$ cat src/rtl/regs_wb_arbiter.sv
// Writeback arbiter sharing the register-file write port between ALU and load.
// One-entry holding slot per requester, round-robin on contention.
module regs_wb_arbiter #(
  parameter int DW = 32,
  parameter int AW = 5,
  parameter int CW = 16
) (
  input  logic              clk,
  input  logic              rst_n,
  input  logic              a_valid,
  output logic              a_ready,
  input  logic [AW-1:0]     a_rw,
  input  logic [DW-1:0]     a_din,
  input  logic              m_valid,
  output logic              m_ready,
  input  logic [AW-1:0]     m_rw,
  input  logic [DW-1:0]     m_din,
  output logic              we,
  output logic [AW-1:0]     rw,
  output logic [DW-1:0]     din,
  output logic [2**AW-1:0]  pending,
  output logic [CW-1:0]     wr_count
);

  typedef enum logic {
    PTR_A = 1'b0,
    PTR_M = 1'b1
  } ptr_e;

  ptr_e          ptr_q, ptr_d;
  logic          hold_a_v_q, hold_a_v_d;
  logic [AW-1:0] hold_a_rw_q, hold_a_rw_d;
  logic [DW-1:0] hold_a_din_q, hold_a_din_d;
  logic          hold_m_v_q, hold_m_v_d;
  logic [AW-1:0] hold_m_rw_q, hold_m_rw_d;
  logic [DW-1:0] hold_m_din_q, hold_m_din_d;
  logic [CW-1:0] wr_count_q, wr_count_d;
  logic          grant_a, grant_m;
  logic          acc_a, acc_m;

  assign grant_a = hold_a_v_q &&
                   (!hold_m_v_q || ptr_q == PTR_A);
  assign grant_m = hold_m_v_q &&
                   (!hold_a_v_q || ptr_q == PTR_M);

  assign a_ready = !hold_a_v_q || grant_a;
  assign m_ready = !hold_m_v_q || grant_m;

  // Writes to $0 are acknowledged but never held.
  assign acc_a = a_valid && a_ready && (a_rw != '0);
  assign acc_m = m_valid && m_ready && (m_rw != '0);

  assign wr_count = wr_count_q;

  always_comb begin
    we  = 1'b0;
    rw  = '0;
    din = '0;
    unique case (1'b1)
      grant_a: begin
        we  = 1'b1;
        rw  = hold_a_rw_q;
        din = hold_a_din_q;
      end
      grant_m: begin
        we  = 1'b1;
        rw  = hold_m_rw_q;
        din = hold_m_din_q;
      end
      default: ;
    endcase
  end

  always_comb begin
    pending = '0;
    if (hold_a_v_q) pending[hold_a_rw_q] = 1'b1;
    if (hold_m_v_q) pending[hold_m_rw_q] = 1'b1;
    pending[0] = 1'b0;
  end

  always_comb begin
    hold_a_v_d   = hold_a_v_q;
    hold_a_rw_d  = hold_a_rw_q;
    hold_a_din_d = hold_a_din_q;
    hold_m_v_d   = hold_m_v_q;
    hold_m_rw_d  = hold_m_rw_q;
    hold_m_din_d = hold_m_din_q;
    ptr_d        = ptr_q;
    wr_count_d   = wr_count_q;
    if (grant_a) hold_a_v_d = 1'b0;
    if (grant_m) hold_m_v_d = 1'b0;
    if (acc_a) begin
      hold_a_v_d   = 1'b1;
      hold_a_rw_d  = a_rw;
      hold_a_din_d = a_din;
    end
    if (acc_m) begin
      hold_m_v_d   = 1'b1;
      hold_m_rw_d  = m_rw;
      hold_m_din_d = m_din;
    end
    if (hold_a_v_q && hold_m_v_q)
      ptr_d = (ptr_q == PTR_A) ? PTR_M : PTR_A;
    if (we) wr_count_d = wr_count_q + CW'(1);
  end

  always_ff @(posedge clk or negedge rst_n) begin
    if (!rst_n) begin
      ptr_q        <= PTR_A;
      hold_a_v_q   <= 1'b0;
      hold_a_rw_q  <= '0;
      hold_a_din_q <= '0;
      hold_m_v_q   <= 1'b0;
      hold_m_rw_q  <= '0;
      hold_m_din_q <= '0;
      wr_count_q   <= '0;
    end else begin
      ptr_q        <= ptr_d;
      hold_a_v_q   <= hold_a_v_d;
      hold_a_rw_q  <= hold_a_rw_d;
      hold_a_din_q <= hold_a_din_d;
      hold_m_v_q   <= hold_m_v_d;
      hold_m_rw_q  <= hold_m_rw_d;
      hold_m_din_q <= hold_m_din_d;
      wr_count_q   <= wr_count_d;
    end
  end

endmodule

$ cat config.mk
export PLATFORM = sky130hd
export DESIGN_NAME = regs_wb_arbiter
export DESIGN_NICKNAME = d
export VERILOG_FILES = /design/src/rtl/regs_wb_arbiter.sv
export SDC_FILE = /design/constraint.sdc
export NUM_CORES = 1
export LEC_CHECK = 0
export ABC_AREA = 0
export CAP_MARGIN = 20
export CORE_AREA = 5 5 93 117
export DETAILED_ROUTE_END_ITERATION = 8
export DIE_AREA = 0 0 98 122
export PLACE_DENSITY = 0.9
export SYNTH_ARGS = -nofsm -noshare
export SYNTH_HDL_FRONTEND = slang
export SYNTH_SLANG_ARGS = --single-unit
export TNS_END_PERCENT = 50
$ cat constraint.sdc
create_clock -name clk -period 3.3 [get_ports clk]
set_input_delay 0.66 -clock clk [delete_from_list [all_inputs] [get_ports clk]]
set_output_delay 0.66 -clock clk [all_outputs]
set_load 0.005 [all_outputs]
After elaboration in Yosys (flattened, before gate mapping)

Cells that the tools add are included.

Flip-flop bits (word level): 93
Bits of input ports: 78
Output and inout port bits: 88
Word-level logic and storage cells: 49

$add $sub $neg: 1
$lt $le $gt $ge: 4
Multiplexer cells: 14
Bitwise gates (word level): 2
Reduce and logical (&&, ||, !) cells: 20

Operators with widths:

| operator              | number |
|---|---|
| $mux 32               | 2 |
| $pmux 32 s2           | 1 |
| $or 32x32->32         | 1 |
| $add 16x1->16 const B | 1 |
| $lt 5x6->1 const B    | 2 |
| $demux 1 s5           | 2 |
| $ge 5x1->1 const B    | 2 |
| $pmux 5 s2            | 1 |
| $reduce_bool 5->1     | 2 |
| $logic_and 1x1->1     | 9 |
| $mux 1                | 8 |
| $logic_or 1x1->1      | 4 |
| $reduce_bool 2->1     | 2 |
| $logic_not 1->1       | 2 |
| $reduce_or 2->1       | 1 |
| $not 1->1             | 1 |

Logic depth before layout (Yosys ltp)

Word-level depth: 7
Depth in mapped cells: 6
Depth with buffers taken out: 5

Worst setup path after synthesis

Ideal clock, no wire load.

Path kind: register to output
Start: register hold_m_v_q
End: output port pending[28]
Arrival time: 1.233 ns
Data required time: 2.640 ns
Setup slack: 1.407 ns
Stages on the path, launching flop included: 5
Path buffers: 2
Cells stage by stage: dfrtp_1 -> buf_4 -> or3b_2 -> clkbuf_1 -> o22ai_1

Cells in the longest elaborated chain, start to end: 1

RTL lines:

| element                | line | source |
|---|---|---|
| start, declared        | 34   | `logic hold_m_v_q, hold_m_v_d;` |
| start signal, assigned | 122  | `hold_m_v_q <= hold_m_v_d;` |
| $mux 32                | 77   | `if (hold_m_v_q) pending[hold_m_rw_q] = 1'b1;` |
| end, declared          | 21   | `output logic [2**AW-1:0] pending,` |

Every way passes these cells.

Final worst setup path

Start: register hold_a_v_q
End: output port din[3]

Cells in the longest elaborated chain, start to end: 4
Elaborated cells between the ends (all ways): 5
Classes of those cells: mux (1); reduce/logical (4)

RTL lines:

| element                | line | source |
|---|---|---|
| start, declared        | 31   | `logic hold_a_v_q, hold_a_v_d;` |
| start signal, assigned | 119  | `hold_a_v_q <= hold_a_v_d;` |
| $logic_not 1->1        | 44   | `(!hold_a_v_q \|\| ptr_q == PTR_M);` |
| $logic_or 1x1->1       | 44   |  |
| $logic_and 1x1->1      | 43   | `assign grant_m = hold_m_v_q &&` |
| $pmux 32 s2 (*)        | 59   | `unique case (1'b1)` |
| end, declared          | 20   | `output logic [DW-1:0] din,` |

Every way passes the cells marked *; elsewhere a longest branch is shown, timed or not.

==> flow_summary.toml <==
[run_status]
status = "complete, no violations"

[hold_path]
hp-class = "input port to asynchronous set/reset pin"

[clocking]
clkTransAtPathRegs_ps = 60
ctsLongestPathBuffers = 2
cts_tree = "yes"
cts_resized = 0
cts-root-buf = "clkbuf_16"
hold_buffers = 0
htreeDepth = 3
cts_setup_buffers = 0
clock_sinks = 93
clkLatencyLatePin_ps = 330
cts_buffers = 9

[drt]
dr.pass1.iters = 5
dr_wl_met2_mm = 6.36
wl_met1_mm = 4.48
num_vias = 3587
dr_wl_met3_um = 817
highest_layer = "met4"
ant_nets = 0
vias_per_cell = 5.56
first_iter_violations = 164
finalWirelength_mm = 11.9
post_drt_wl_per_cell_um = 18.5
drc = 0

[timing]
post-route-min-period_ps = 2930
min_period_over_period_pct = 88.7
clock_skew_ps = 5.12
tightest_slew_ps = 569
hold_violations = 0
fin_setup_tns_ps = 0
setup_violations = 0
rsz0062_at_grt = "false"
drv_slew = 0
fmax_mhz = 342
slew_headroom_pct = 62.1

[critical_path]
crit_required_ps = 2640
cp_max_fo = 22
cp.arrival_ps = 2270
crit_type = "flip-flop to output port"
cp-start-kind = "flip-flop"
endpoint_kind = "output port"

[synth]
synth.ff_latch_count = 93
synth_xor_area_share_pct = 2.90
yosys.area_share.simple_pct = 9.44
synth_compound_area_share_pct = 12.5
async_flop_share_pct = 100
synth_area_um2 = 4530
ys.flop_type = "dfrtp_1"
synth_fa_ha_area_share_pct = 0.276
syn-instance-count = 357
yosysWarnings = 0
syn_avg_cell_area_um2 = 12.7
synth_mux_area_share_pct = 19.8
ys_seq_area_share_pct = 51.4
synth.distinct_cells = 37
synth_top_family_by_area = "multiplexers"
syn_nets = 436
synth_edf_count = 0

[layout]
drive_above_1_share_pct = 19.2
areaGrowthSynthToFinish_pct = 43.8
final_net_count = 591
antenna_cells = 0
layoutNonFillerInstCount = 645

[placed_design]
dpl.cell_count = 630
place_hpwl_mm = 9.00
gp_congestion = 0.805
port_buffers = 164

[grt]
grt_usage_pct = 20.1
grt_overflow = 0
grt_pass1_vias = 3863
grt_start_max_net_pins = 38
grt_antenna_before_repair = 0
grt_pass1_wl_mm = 19.2

[pwr]
power_density_nw_per_um2 = 686
p_leak_nw = 2.68
ir_worst_vdd_mv = 0.426

[die]
start_util_pct = 46.3
ios = 166
die_width_um = 98
die-height_um = 122
rows = 41
dieArea_um2 = 12000
fp.coreArea_um2 = 9800

[run]
maxCapViolations = 0
==> area by class of cell <==
cell class / count / area, µm²
inverter: 1 / 3.75
fill: 729 / 3280
clock inverter: 4 / 31.3
clock buffer: 11 / 253
tap: 129 / 161
timing repair buffer: 171 / 1690
multi-input combinational: 236 / 2050
sequential: 93 / 2330
==> synthesized netlist by cell type, drive strengths merged (3+ instances only) <==
cell type / number / area share, %
dfrtp: 93 / 51
mux2: 73 / 20
a22o: 36 / 7.0
o22ai: 31 / 4.3
nor3: 3 / 0.44
xor2: 5 / 0.97
clkbuf: 9 / 0.75
buf: 18 / 2.8
nand4: 4 / 0.55
xnor2: 10 / 1.9
or3b: 5 / 0.97
or2: 3 / 0.47
nor2: 12 / 0.99
nand3b: 9 / 1.5
nand3: 10 / 1.8
nand2: 21 / 1.7
==> final timing paths <==
kind / start / endpoint / slack [ps] / depth (start not counted)
worst max-delay path: hold_a_v_q / din[3] / 370 / 5
worst min register to register: wr_count[15] / wr_count[15] / 470 / 1
worst max register to register: hold_a_v_q / hold_m_din_q[22] / 1090 / 5
max in group asynchronous: rst_n / hold_m_din_q[29] / 2260 / 2
worst min-delay path: rst_n / wr_count[7] / 280 / 1
min in group clk: wr_count[15] / wr_count[15] / 470 / 1
==> worst max-delay path, stage by stage (launching register included) <==
cell	delay (ps)
dfrtp_1	600
nor2b_1	310
nor2b_4	60
buf_4	220
a22o_1	280
clkdlybuf4s50_1	460
==> stage by stage <==
stage,total power [mW],setup WS [ps],hold slack [ps],util [%],area [µm²]
2_1_floorplan,2.61,1410,364,-,4530
3_3_place_gp,3.44,772,462,63.6,6230
3_5_place_dp,3.52,711,465,63.6,6230
4_1_cts,4.51,346,280,66.5,6520
5_1_grt,4.72,195,312,66.5,6520
6_report,4.47,373,277,66.5,6520
==> flip-flops by register name, summed over array words and instances (netlist names) <==
name          cells
wr_count         16
hold_a_din_q     32
hold_m_din_q     32
hold_m_rw_q       5
hold_m_v_q        1
hold_a_v_q        1
hold_a_rw_q       5
ptr_q             1
==> cells by family (layout without fill, tap and decap cells) <==
| kind of cell | after synthesis | count (layout) |
|---|---|---|
| simple gates | 74 | 74 |
| other cells | 1 | 1 |
| flops | 93 | 93 |
| compound gates | 72 | 72 |
| xor+xnor | 15 | 15 |
| fa+ha+maj | 1 | 1 |
| mux | 73 | 73 |
| buf+inv | 28 | 187 |
==> cell usage in the layout, fill, tap and decap left out, types with 2 or more instances in the layout <==
master	n
dfrtp_1	93
a32o_1	2
and2_1	2
xnor2_1	10
nand3_1	7
o22ai_1	31
mux2_4	20
nor3_1	2
clkdlybuf4s50_1	163
or3b_2	4
nand4_1	4
buf_4	8
clkbuf_16	9
clkbuf_8	2
nand3_4	2
mux2_1	9
inv_6	2
nand2_1	21
or3_1	2
nor2_1	12
nand3b_1	9
mux2_2	44
xor2_1	5
a22o_1	36
==> where the power goes <==
part / switching (mW) / internal, mW / total (mW)
registers: 0.279 / 1.43 / 1.71
logic: 0.675 / 1.11 / 1.78
clock network: 0.422 / 0.553 / 0.975
==> per-layer routing <==
metal | global-route usage [%] | up-vias
li1 | - | 1627
met1 | 22.1 | 1778
met2 | 36.8 | 162
met3 | 4.87 | 20
met4 | 8.48 | 0
met5 | 0 | -
(Power assumes the default switching activity.)
